### src/rtl/sound_event_queue.sv
// Sound-effect command queue: latches game-event pulses, rate-limits repeats,
// arbitrates by priority and feeds start frames to the audio sequencer.
module sound_event_queue #(
  parameter int FRAME_BITS   = 4,
  parameter int FIFO_DEPTH   = 4,
  parameter int HOLDOFF      = 48828,
  parameter int START_PADDLE = 0,
  parameter int START_WALL   = 3,
  parameter int START_BRICK  = 6,
  parameter int START_LOST   = 9
) (
  input  logic                  CLK,
  input  logic                  RESET,
  input  logic                  EVENT_PADDLE,
  input  logic                  EVENT_WALL,
  input  logic                  EVENT_BRICK,
  input  logic                  EVENT_LOST,
  output logic                  CMD_VALID,
  input  logic                  CMD_READY,
  output logic [FRAME_BITS-1:0] CMD_FRAME,
  output logic [7:0]            DROP_COUNT
);

  localparam int PTR_BITS  = $clog2(FIFO_DEPTH);
  localparam int CNT_BITS  = PTR_BITS + 1;
  localparam int HOLD_BITS = $clog2(HOLDOFF + 1);
  localparam logic [HOLD_BITS-1:0] HOLD_LOAD = HOLD_BITS'(HOLDOFF);
  localparam logic [CNT_BITS-1:0]  FULL_COUNT = CNT_BITS'(FIFO_DEPTH);

  localparam int EV_PADDLE = 0;
  localparam int EV_WALL   = 1;
  localparam int EV_BRICK  = 2;
  localparam int EV_LOST   = 3;

  logic [FRAME_BITS-1:0]     fifoMem [FIFO_DEPTH];
  logic [PTR_BITS-1:0]       rdPtrReg;
  logic [PTR_BITS-1:0]       wrPtrReg;
  logic [CNT_BITS-1:0]       countReg;
  logic [3:0]                pendingReg;
  logic [3:0]                pendingNext;
  logic [3:0][HOLD_BITS-1:0] holdReg;
  logic [7:0]                dropReg;
  logic [7:0]                dropNext;

  logic [3:0]            eventPulse;
  logic [3:0]            holdIdle;
  logic [3:0]            acceptMask;
  logic [3:0]            dropMask;
  logic [3:0]            pushSel;
  logic [FRAME_BITS-1:0] pushFrame;
  logic                  pop;
  logic                  push;
  logic                  flush;
  logic                  roomFree;
  logic [2:0]            dropAdd;
  logic [8:0]            dropSum;

  assign eventPulse = {EVENT_LOST, EVENT_BRICK, EVENT_WALL, EVENT_PADDLE};

  genvar gi;
  generate
    for (gi = 0; gi < 4; gi++) begin : genHoldIdle
      assign holdIdle[gi] = (holdReg[gi] == '0);
    end
  endgenerate

  assign CMD_VALID  = (countReg != '0);
  assign CMD_FRAME  = CMD_VALID ? fifoMem[rdPtrReg] : '0;
  assign DROP_COUNT = dropReg;

  assign pop      = CMD_VALID && CMD_READY;
  assign flush    = pendingReg[EV_LOST];
  assign roomFree = (countReg != FULL_COUNT) || pop;

  // LOST bypasses the full check because it rebuilds the queue from scratch.
  always_comb begin
    pushSel   = '0;
    pushFrame = '0;
    if (flush) begin
      pushSel[EV_LOST] = 1'b1;
    end else if (roomFree) begin
      if (pendingReg[EV_BRICK]) begin
        pushSel[EV_BRICK] = 1'b1;
        pushFrame         = FRAME_BITS'(START_BRICK);
      end else if (pendingReg[EV_PADDLE]) begin
        pushSel[EV_PADDLE] = 1'b1;
        pushFrame          = FRAME_BITS'(START_PADDLE);
      end else if (pendingReg[EV_WALL]) begin
        pushSel[EV_WALL] = 1'b1;
        pushFrame        = FRAME_BITS'(START_WALL);
      end
    end
  end

  assign push = |pushSel[2:0];

  // A pulse on an already-pending event is coalesced, so it neither sets nor counts.
  assign acceptMask  = eventPulse & holdIdle & ~pendingReg;
  assign dropMask    = eventPulse & ~holdIdle;
  assign pendingNext = flush ? 4'b0000 : ((pendingReg & ~pushSel) | acceptMask);

  assign dropAdd  = {2'b00, dropMask[0]} + {2'b00, dropMask[1]}
                  + {2'b00, dropMask[2]} + {2'b00, dropMask[3]};
  assign dropSum  = {1'b0, dropReg} + {6'b000000, dropAdd};
  assign dropNext = dropSum[8] ? 8'hFF : dropSum[7:0];

  always_ff @(posedge CLK or posedge RESET) begin
    if (RESET) begin
      pendingReg <= '0;
      dropReg    <= '0;
      holdReg    <= '0;
    end else begin
      pendingReg <= pendingNext;
      dropReg    <= dropNext;
      for (int i = 0; i < 4; i++) begin
        if (pushSel[i]) begin
          holdReg[i] <= HOLD_LOAD;
        end else if (!holdIdle[i]) begin
          holdReg[i] <= holdReg[i] - HOLD_BITS'(1);
        end
      end
    end
  end

  // A pop during a flush is a real transfer of the old head; the queue still ends with one entry.
  always_ff @(posedge CLK or posedge RESET) begin
    if (RESET) begin
      rdPtrReg <= '0;
      wrPtrReg <= '0;
      countReg <= '0;
      for (int i = 0; i < FIFO_DEPTH; i++) begin
        fifoMem[i] <= '0;
      end
    end else if (flush) begin
      fifoMem[0] <= FRAME_BITS'(START_LOST);
      rdPtrReg   <= '0;
      wrPtrReg   <= PTR_BITS'(1);
      countReg   <= CNT_BITS'(1);
    end else begin
      if (push) begin
        fifoMem[wrPtrReg] <= pushFrame;
        wrPtrReg          <= wrPtrReg + PTR_BITS'(1);
      end
      if (pop) begin
        rdPtrReg <= rdPtrReg + PTR_BITS'(1);
      end
      countReg <= countReg + CNT_BITS'(push) - CNT_BITS'(pop);
    end
  end

endmodule
### config.mk
export PLATFORM = sky130hd
export DESIGN_NAME = sound_event_queue
export DESIGN_NICKNAME = d
export VERILOG_FILES = /design/src/rtl/sound_event_queue.sv
export SDC_FILE = /design/constraint.sdc
export NUM_CORES = 1
export LEC_CHECK = 0
export ABC_AREA = 0
export BUFFER_PORTS_ARGS = -buffer_cell sky130_fd_sc_hd__buf_2
export CORE_ASPECT_RATIO = 0.7
export CORE_MARGIN = 4
export CORE_UTILIZATION = 40
export CTS_CLUSTER_SIZE = 20
export DETAILED_ROUTE_END_ITERATION = 12
export PLACE_DENSITY = 0.54
export SETUP_SLACK_MARGIN = 0.4
export SLEW_MARGIN = 40
export SYNTH_ARGS = -nofsm -noshare
export SYNTH_HDL_FRONTEND = slang
export SYNTH_SLANG_ARGS = --single-unit
### constraint.sdc
create_clock -name CLK -period 6.7 [get_ports CLK]
set_input_delay 1.005 -clock CLK [delete_from_list [all_inputs] [get_ports CLK]]
set_output_delay 1.005 -clock CLK [all_outputs]
set_load 0.005 [all_outputs]
==> flow_summary.yaml, run 1 <==
status:
  status: "complete, no violations"
place:
  place_area_sq_um: 5534
  dp_hpwl_um: 8026
  dp_slack_ns: 2.923
  place_congestion: 0.8129
  portBuffers: 19
cts:
  cts_resized: 0
  cts_setup_buffers: 0
  cts_buffer_depth: 2
  cts_hold_repair.buffers: 0
  root_buffer: "clkbuf_16"
  path_clk_slew_ns: 0.06
  clk_latency_ns: 0.34
  clock_sinks: 96
  htreeDepth: 3
  numCtsBuffers: 9
  cts_tree: "done"
yosys:
  yosys-top-cells-area: "dfrtp_1 (45%), ha_1 (3.3%), nor2_1 (2.7%)"
  synth.distinct_cells: 62
  yosysTopAreaCell: "dfrtp_1"
  synthCells: 537
  synthFlopType: "dfrtp_1"
  yosysTopAreaCellShare: 0.4532
  synth_nets: 562
  yosysWarnings: 0
  synthTopCellsByCount: "dfrtp_1 (96), nor2_1 (38), nand2_1 (31)"
  yosysMostFrequentCell: "dfrtp_1"
  syn-cell-area_sq_um: 5301
  synth_edf_count: 0
  ys_seq_area_frac: 0.4532
  synth.avg_cell_area_sq_um: 9.872
  synthArstFlopShare: 1.000
  synth_seq_cells: 96
critical_path:
  cp.required_ns: 6.93
  critical_path_class: "reg -> reg"
  critPathMaxFanout: 14
  crit_arrival_ns: 4.05
  cp-end-kind: "flip-flop"
  startpoint_type: "flip-flop"
routing:
  dr.pass1.iters: 4
  route.detailed.drc: 0
  antenna_left: 0
  vias_per_cell: 5.732
  drtIter0Drc: 264
  wl_um: 11450
  route.vias.total: 4093
  wl_per_cell_um: 16.04
timing:
  slew_headroom: 0.5646
  timing.hold.ws_ns: 0.4807
  slew_violations: 0
  rsz0062_at_grt: "false"
  setup-tns-final_ns: 0
  skew_ns: 0.01166
  fin_crit_ns: 3.827
  timing.final.ws_setup_ns: 2.873
  fmax_ghz: 0.2613
  period_share: 0.5712
  setup_viol: 0
  hold_viol: 0
  max_slew.worst_pin.slew_ns: 0.6510
global_routing:
  grt_util_all_layers: 0.1581
  grt_max_degree: 41
  grt_pass1_vias: 3871
  grt.overflow.total: 0
  grt_pass1_wl_um: 19830
  antenna_found_initial: 0
floorplanning:
  die_w_um: 145.6
  die_h_um: 104.3
  coreArea_sq_um: 12680
  start_util: 0.4182
  io_pins: 20
  dieArea_sq_um: 15190
  row_count: 34
power:
  p_leak_nw: 2.335
  powerDensity_nw_per_um2: 273.1
  ir_worst_vdd_mv: 0.2042
job:
  maxCapViolations: 0
final_layout:
  drive_gt1_frac: 0.1069
  n_antenna_cell: 0
  nets: 573
  fin_area_sq_um: 5823
  area_growth_pct: 9.842
hold_path:
  hold_class: "reg -> reg"
==> cell usage in the layout, fill, tap and decap left out, drive strengths merged, types with 4 or more instances in the layout <==
master  Yosys  final
a211oi      8      8
a21oi      28     28
a311oi      4      4
a31oi      12     12
and2       12     12
and3       18     18
and4       10     10
buf        10     22
clkbuf     12     12
dfrtp      96     96
fa          4      4
ha         14     14
inv        21     21
mux2        7      7
mux2i       9      9
nand2      31     31
nand2b      5      5
nand3      21     21
nand3b      5      5
nand4       5      5
nor2       38     38
nor2b       5      5
nor3       29     29
nor4       15     15
o211ai      5      5
o21ai      31     31
o31ai       8      8
or3        19     19
or4         6      6
or4b        5      5
xnor2       8      8
xor2        5      5
==> state kept, by name, summed over array words and instances, names as in the netlist <==
name and cells:
wrPtrReg 2, pendingReg 4, countReg 3, holdReg 64, fifoMem 13, DROP_COUNT 8, rdPtrReg 2
==> power by group <==
group | total, mW | internal, mW | switching, mW
Sequential | 0.767 | 0.659 | 0.108
Clock | 0.511 | 0.297 | 0.214
Combinational | 0.312 | 0.158 | 0.155
Total | 1.59 | 1.11 | 0.477
==> stage by stage <==
stage / utilization / total power [mW] / std cells
3_5_place_dp: 0.4365 / 1.089 / 699
6_report: 0.4593 / 1.591 / 714
5_1_grt: 0.4593 / 1.697 / 714
2_1_floorplan: - / 0.9823 / 537
3_3_place_gp: 0.4345 / 1.077 / 698
4_1_cts: 0.4593 / 1.613 / 714
==> metal layers <==
| metal | track usage | vias to the layer above | routed length, um |
|---|---|---|---|
| li1 | - | 2017 | - |
| met1 | 0.2522 | 2018 | 6373 |
| met2 | 0.2143 | 52 | 4642 |
| met3 | 0.03179 | 6 | 357 |
| met4 | 0.04268 | 0 | 76 |
| met5 | 0 | - | 0 |
==> path summary, 6_finish.rpt <==
check | start | to | slack (ns) | cells after the start
max in group asynchronous | RESET | holdReg[24]$_DFFE_PP0P_ | 5.05 | 4
min reg2reg | fifoMem[15]$_DFFE_PP0P_ | fifoMem[15]$_DFFE_PP0P_ | 0.48 | 2
max | holdReg[32]$_DFFE_PP0P_ | DROP_COUNT[6]$_DFF_PP0_ | 2.87 | 13
max reg2reg | holdReg[32]$_DFFE_PP0P_ | DROP_COUNT[6]$_DFF_PP0_ | 2.87 | 13
min | fifoMem[15]$_DFFE_PP0P_ | fifoMem[15]$_DFFE_PP0P_ | 0.48 | 2
min in group asynchronous | RESET | holdReg[10]$_DFFE_PP0P_ | 0.67 | 2
==> critical path: stages (launching register included) <==
cell     delay (ns)
dfrtp_1        0.39
inv_1          0.12
ha_1           0.17
nor4b_1        0.45
nand4_1        0.55
nand2_1        0.24
fa_1           0.46
fa_1           0.47
inv_1          0.08
fa_1           0.22
and3_1         0.24
nand3_1        0.12
nor3_1         0.14
a21oi_1        0.06
==> layout make-up <==
type                       instances  area [sq um]
fill                            1238          6854
multi-input combinational        398          2718
sequential                        96          2402
clock buffer                      12         246.5
tap                              162         202.7
timing repair buffer              22         130.1
inverter                          21         81.33
clock inverter                     3         42.54
==> cells by family after synthesis <==
kind of cell / share of synthesized area
simple gates: 0.2674
compound gates: 0.1298
flops: 0.4532
buf+inv: 0.03540
mux: 0.04461
fa+ha+maj: 0.04815
xor+xnor: 0.02148
Power figures use the tool's default switching activity.
==> run 2, diff against run 1 <==
- PLACE_DENSITY: 0.54 -> 0.56
- clock period: 6.7 -> 3.5 ns (I/O delays scaled with it)
==> flow_summary.yaml, run 2 (synthesis results as in run 1) <==
timing:
  timing.hold.ws_ns: 0.2776
  period_share: 0.8296
  setup_viol: 0
  rsz0062_at_grt: "false"
  setup-tns-final_ns: 0
  max_slew.worst_pin.slew_ns: 0.6881
  hold_viol: 0
  fin_crit_ns: 2.903
  slew_violations: 0
  skew_ns: 0.007756
  slew_headroom: 0.5413
  timing.final.ws_setup_ns: 0.5965
  fmax_ghz: 0.3444
power:
  ir_worst_vdd_mv: 0.3298
  p_sw_uw: 923.9
  p_leak_nw: 2.442
  powerDensity_nw_per_um2: 519.8
  combPwrFrac: 0.199
  total_power_mw: 3.116
  intPower_mw: 2.192
  seqPwrFrac: 0.470
  switching_share: 0.2965
  clkPwrFrac: 0.330
cts:
  numCtsBuffers: 9
  path_clk_slew_ns: 0.07
  cts_tree: "done"
  root_buffer: "clkbuf_16"
  clock_sinks: 96
  htreeDepth: 3
  cts_buffer_depth: 2
  clk_latency_ns: 0.34
routing:
  drtIter0Drc: 265
  antenna_left: 0
  route.detailed.drc: 0
  wl_um: 11810
  vias_per_cell: 5.685
  wl_per_cell_um: 16.25
  dr.pass1.iters: 4
  route.vias.total: 4133
floorplanning:
  start_util: 0.4182
  die_h_um: 104.3
  row_count: 34
  coreArea_sq_um: 12680
  die_w_um: 145.6
  io_pins: 20
  dieArea_sq_um: 15190
place:
  place_area_sq_um: 5587
  place_congestion: 0.7656
  dp_slack_ns: 0.3705
  portBuffers: 19
  dp_hpwl_um: 8281
  dp_cells: 707
critical_path:
  cp-end-kind: "flip-flop"
  slowest_delay_ns: 0.45
  critPathMaxFanout: 4
  path_buf_inv: 2
  crit_chain: "inv_2 > ha_1 > nor3b_4 > nand4_1 > nand2_2 > fa_1 > fa_2 > inv_2 > fa_2 > and3_4 > nand3_2 > nor3_2 > a21oi_1"
  crit_arrival_ns: 3.13
  slowest_stage: "fa_1"
  critical_path_class: "reg -> reg"
  startpoint_type: "flip-flop"
  critPathTopFamily: "adder cells"
  cp.required_ns: 3.73
final_layout:
  largest_reg_flops: 64
  fin_area_sq_um: 5995
  area_growth_pct: 13.08
  drive_gt1_frac: 0.1593
  final_common_cell: "dfrtp_1"
  fill_cells: 1179
  n_antenna_cell: 0
  nets: 585
  utilization: 0.4729
  layout_common_cells: "dfrtp_1 (96), nor2_1 (38), nand2_1 (30)"
  regMostFlops: "holdReg"
  stdcell_count: 727
global_routing:
  grt_util_all_layers: 0.1613
  grt_pass1_wl_um: 20290
  grt.overflow.total: 0
  antenna_found_initial: 1
  grt_pass1_vias: 3998
  grt_max_degree: 55
status:
  status: "complete, no violations"
hold_path:
  hold_class: "in -> async"
job:
  maxCapViolations: 0
run 2: cell count changes in the layout (fill, tap and decap cells not counted), sizes merged:
cell and delta:
buf +12, clkinv +1
run 2: power by group through the flow:
stage                     Combinational (mW)  Sequential (mW)  Clock [mW]
after floorplan                        0.466             1.41           0
after global placement                 0.593             1.48           0
after detailed placement               0.608             1.48           0
after CTS                              0.616             1.46        1.07
after global routing                   0.720             1.50        1.11
final                                  0.621             1.47        1.03
run 2: what timing repair did:
| item | 4_1_cts | 5_1_grt |
|---|---|---|
| buffers inserted | 0 | 4 |
| resized for setup | 3 | 14 |
| pin swaps | 1 | 5 |
| hold buffers | 0 | 0 |
| endpoints found under the setup margin | 5 | 8 |
run 2: layout make-up:
class,count,area (sq um),share of cell area
multi-input combinational,398,2783,0.4642
sequential,96,2402,0.4008
clock buffer,12,266.5,0.04446
timing repair buffer,34,207.7,0.03465
tap,162,202.7,0.03381
inverter,21,81.33,0.01357
clock inverter,4,51.30,0.008558
run 2: path summary, 6_finish.rpt:
| check | startpoint | to | slack [ns] | cells after the start |
|---|---|---|---|---|
| setup / recovery | holdReg[1]$_DFFE_PP0P_ | DROP_COUNT[6]$_DFF_PP0_ | 0.60 | 13 |
| min in group CLK | EVENT_LOST | pendingReg[3]$_DFF_PP0_ | 0.44 | 2 |
| setup reg to reg | holdReg[1]$_DFFE_PP0P_ | DROP_COUNT[6]$_DFF_PP0_ | 0.60 | 13 |
| hold / removal | RESET | holdReg[47]$_DFFE_PP0P_ | 0.28 | 2 |
| hold reg to reg | fifoMem[15]$_DFFE_PP0P_ | fifoMem[15]$_DFFE_PP0P_ | 0.47 | 2 |
| max in group asynchronous | RESET | holdReg[52]$_DFFE_PP0P_ | 2.40 | 3 |
run 2: worst reg2reg max path, cell delays in order (launching register included):
cell     delay, ns
dfrtp_1       0.42
inv_2         0.07
ha_1          0.15
nor3b_4       0.25
nand4_1       0.19
nand2_2       0.14
fa_1          0.45
fa_2          0.39
inv_2         0.07
fa_2          0.22
and3_4        0.21
nand3_2       0.09
nor3_2        0.11
a21oi_1       0.06
run 2: per-layer routing:
metal | up-vias | global-route usage | routed length, um
met5 | - | 0 | 7
met2 | 57 | 0.2316 | 4990
met4 | 2 | 0.04133 | 109
met3 | 11 | 0.03789 | 386
met1 | 2010 | 0.2436 | 6316
li1 | 2053 | - | -
==> run 3, diff against run 2 <==
- ABC_AREA: 0 -> 1
- clock period: 3.5 -> 2.6 ns (I/O delays scaled with it)
==> flow_summary.yaml, run 3 <==
yosys:
  synth_seq_cells: 96
  yosysTopAreaCellShare: 0.4121
  synth_nets: 837
  ys_seq_area_frac: 0.4121
  yosysWarnings: 0
  synthCells: 812
  synthFlopType: "dfrtp_1"
  synth.distinct_cells: 35
  synth.avg_cell_area_sq_um: 7.179
  synth_edf_count: 0
  yosysTopAreaCell: "dfrtp_1"
  yosys-top-cells-area: "dfrtp_1 (41%), nand2_1 (13%), nor2_1 (8.2%)"
  synthTopCellsByCount: "nand2_1 (203), nor2_1 (127), inv_1 (121)"
  synthArstFlopShare: 1.000
  yosysMostFrequentCell: "nand2_1"
  syn-cell-area_sq_um: 5829
cts:
  numCtsBuffers: 9
  cts_tree: "done"
  clock_sinks: 96
  root_buffer: "clkbuf_16"
  cts_buffer_depth: 2
  path_clk_slew_ns: 0.07
  htreeDepth: 3
  clk_latency_ns: 0.35
routing:
  dr.pass1.iters: 5
  antenna_left: 0
  drtIter0Drc: 380
  wl_per_cell_um: 13.22
  wl_um: 14310
  route.detailed.drc: 0
  vias_per_cell: 4.957
  route.vias.total: 5364
final_layout:
  drive_gt1_frac: 0.1906
  area_growth_pct: 20.91
  fin_area_sq_um: 7048
  fill_cells: 1378
  regMostFlops: "holdReg"
  n_antenna_cell: 0
  seq_area_sq_um: 2404
  nets: 912
  final_common_cell: "nand2_1"
  largest_reg_flops: 64
  multi_input_area_sq_um: 3065
  layout_common_cells: "nand2_1 (192), nor2_1 (117), inv_1 (115)"
  stdcell_count: 1082
power:
  switching_share: 0.3626
  p_leak_nw: 3.575
  p_sw_mw: 1.935
  combPwrFrac: 0.322
  ir_worst_vdd_mv: 0.4674
  intPower_mw: 3.402
  seqPwrFrac: 0.408
  clkPwrFrac: 0.270
  powerDensity_nw_per_um2: 757.3
job:
  maxCapViolations: 0
place:
  portBuffers: 19
  dp_slack_ns: -0.03815
  dp_hpwl_um: 10820
  place_area_sq_um: 6487
  place_congestion: 0.9029
  dp_cells: 1054
floorplanning:
  dieArea_sq_um: 16600
  coreArea_sq_um: 14100
  die_h_um: 109
  die_w_um: 152.3
  row_count: 36
  start_util: 0.4135
  io_pins: 20
critical_path:
  cp.required_ns: 2.87
  crit_arrival_ns: 2.78
  critical_path_class: "reg -> reg"
  slowest_delay_ns: 0.43
  cp-end-kind: "flip-flop"
  path_buf_inv: 1
  crit_chain: "nor2_2 > nand2_1 > nor2_4 > nand2_2 > nand2_4 > fa_1 > fa_2 > inv_2 > fa_2 > nand3_4 > nor2_4 > a21oi_2 > a31oi_1"
  critPathTopFamily: "adder cells"
  critPathMaxFanout: 3
  slowest_stage: "fa_1"
  startpoint_type: "flip-flop"
timing:
  timing.final.ws_setup_ns: 0.08958
  rsz0062_at_grt: "true"
  max_slew.worst_pin.slew_ns: 0.5396
  slew_headroom: 0.6394
  hold_viol: 0
  setup_viol: 0
  fin_crit_ns: 2.510
  period_share: 0.9655
  slew_violations: 0
  skew_ns: 0.006803
  fmax_ghz: 0.3983
global_routing:
  grt.overflow.total: 0
  grt_pass1_wl_um: 24230
  grt_pass1_vias: 4925
  grt_util_all_layers: 0.1816
  grt_max_degree: 35
  antenna_found_initial: 1
hold_path:
  hold_class: "in -> reg"
status:
  status: "complete, no violations"
-- run 3: cell type report --
| class | count | area share |
|---|---|---|
| clock inverter | 6 | 0.01296 |
| clock buffer | 10 | 0.03249 |
| multi-input combinational | 582 | 0.4349 |
| sequential | 96 | 0.3410 |
| inverter | 123 | 0.06604 |
| tap | 190 | 0.03373 |
| timing repair buffer | 75 | 0.07882 |
-- run 3: worst paths after layout --
kind | slack [ns] | cells after the start | start | endpoint
min reg2reg | 0.48 | 2 | fifoMem[15]$_DFFE_PP0P_ | fifoMem[15]$_DFFE_PP0P_
min | 0.34 | 2 | EVENT_LOST | pendingReg[3]$_DFF_PP0_
min in group asynchronous | 0.53 | 3 | RESET | holdReg[47]$_DFFE_PP0P_
max | 0.09 | 13 | holdReg[8]$_DFFE_PP0P_ | DROP_COUNT[6]$_DFF_PP0_
max in group asynchronous | 1.62 | 4 | RESET | countReg[1]$_DFF_PP0_
max reg2reg | 0.09 | 13 | holdReg[8]$_DFFE_PP0P_ | DROP_COUNT[6]$_DFF_PP0_
-- run 3: kinds of logic after synthesis --
kind of cell | synth area share
AO/OA/AOI/OAI | 0.06053
XOR/XNOR | 0.01502
adder cells (fa/ha/maj) | 0.04379
buffers and inverters | 0.09616
flip-flops | 0.4121
AND/OR/NAND/NOR | 0.3724
-- run 3: per-stage QoR --
stage	hold slack, ns	utilization	TNS (ns)	power [mW]
detailed placement	0.4679	0.4602	-0.1076	3.799
floorplan	0.4425	-	0	3.276
global route	0.3251	0.4999	-0.2970	5.770
CTS	0.1839	0.4905	0	5.330
global placement	0.4591	0.4602	0	3.732
finish	0.3380	0.4999	0	5.338
-- run 3: power groups by stage --
stage	clock (mW)	combinational, mW	sequential [mW]
after global placement	0	1.56	2.17
final	1.44	1.72	2.18
after floorplan	0	1.18	2.10
after detailed placement	0	1.61	2.19
after global routing	1.57	1.98	2.22
after CTS	1.49	1.67	2.18
-- run 3: timing repair --
item / 4_1_cts / 5_1_grt
hold endpoints to repair: 0 / 5
pin swaps: 5 / 9
buffers inserted: 6 / 4
endpoints found under the setup margin: 9 / 10
hold buffers: 0 / 1
resized for setup: 17 / 15
-- run 3: per-layer routing --
layer / vias to the layer above / global-route usage / routed length (um)
li1: 2697 / - / -
met1: 2531 / 0.2738 / 7700
met2: 119 / 0.2643 / 5806
met3: 15 / 0.04562 / 654
met4: 2 / 0.03656 / 131
met5: - / 0 / 13
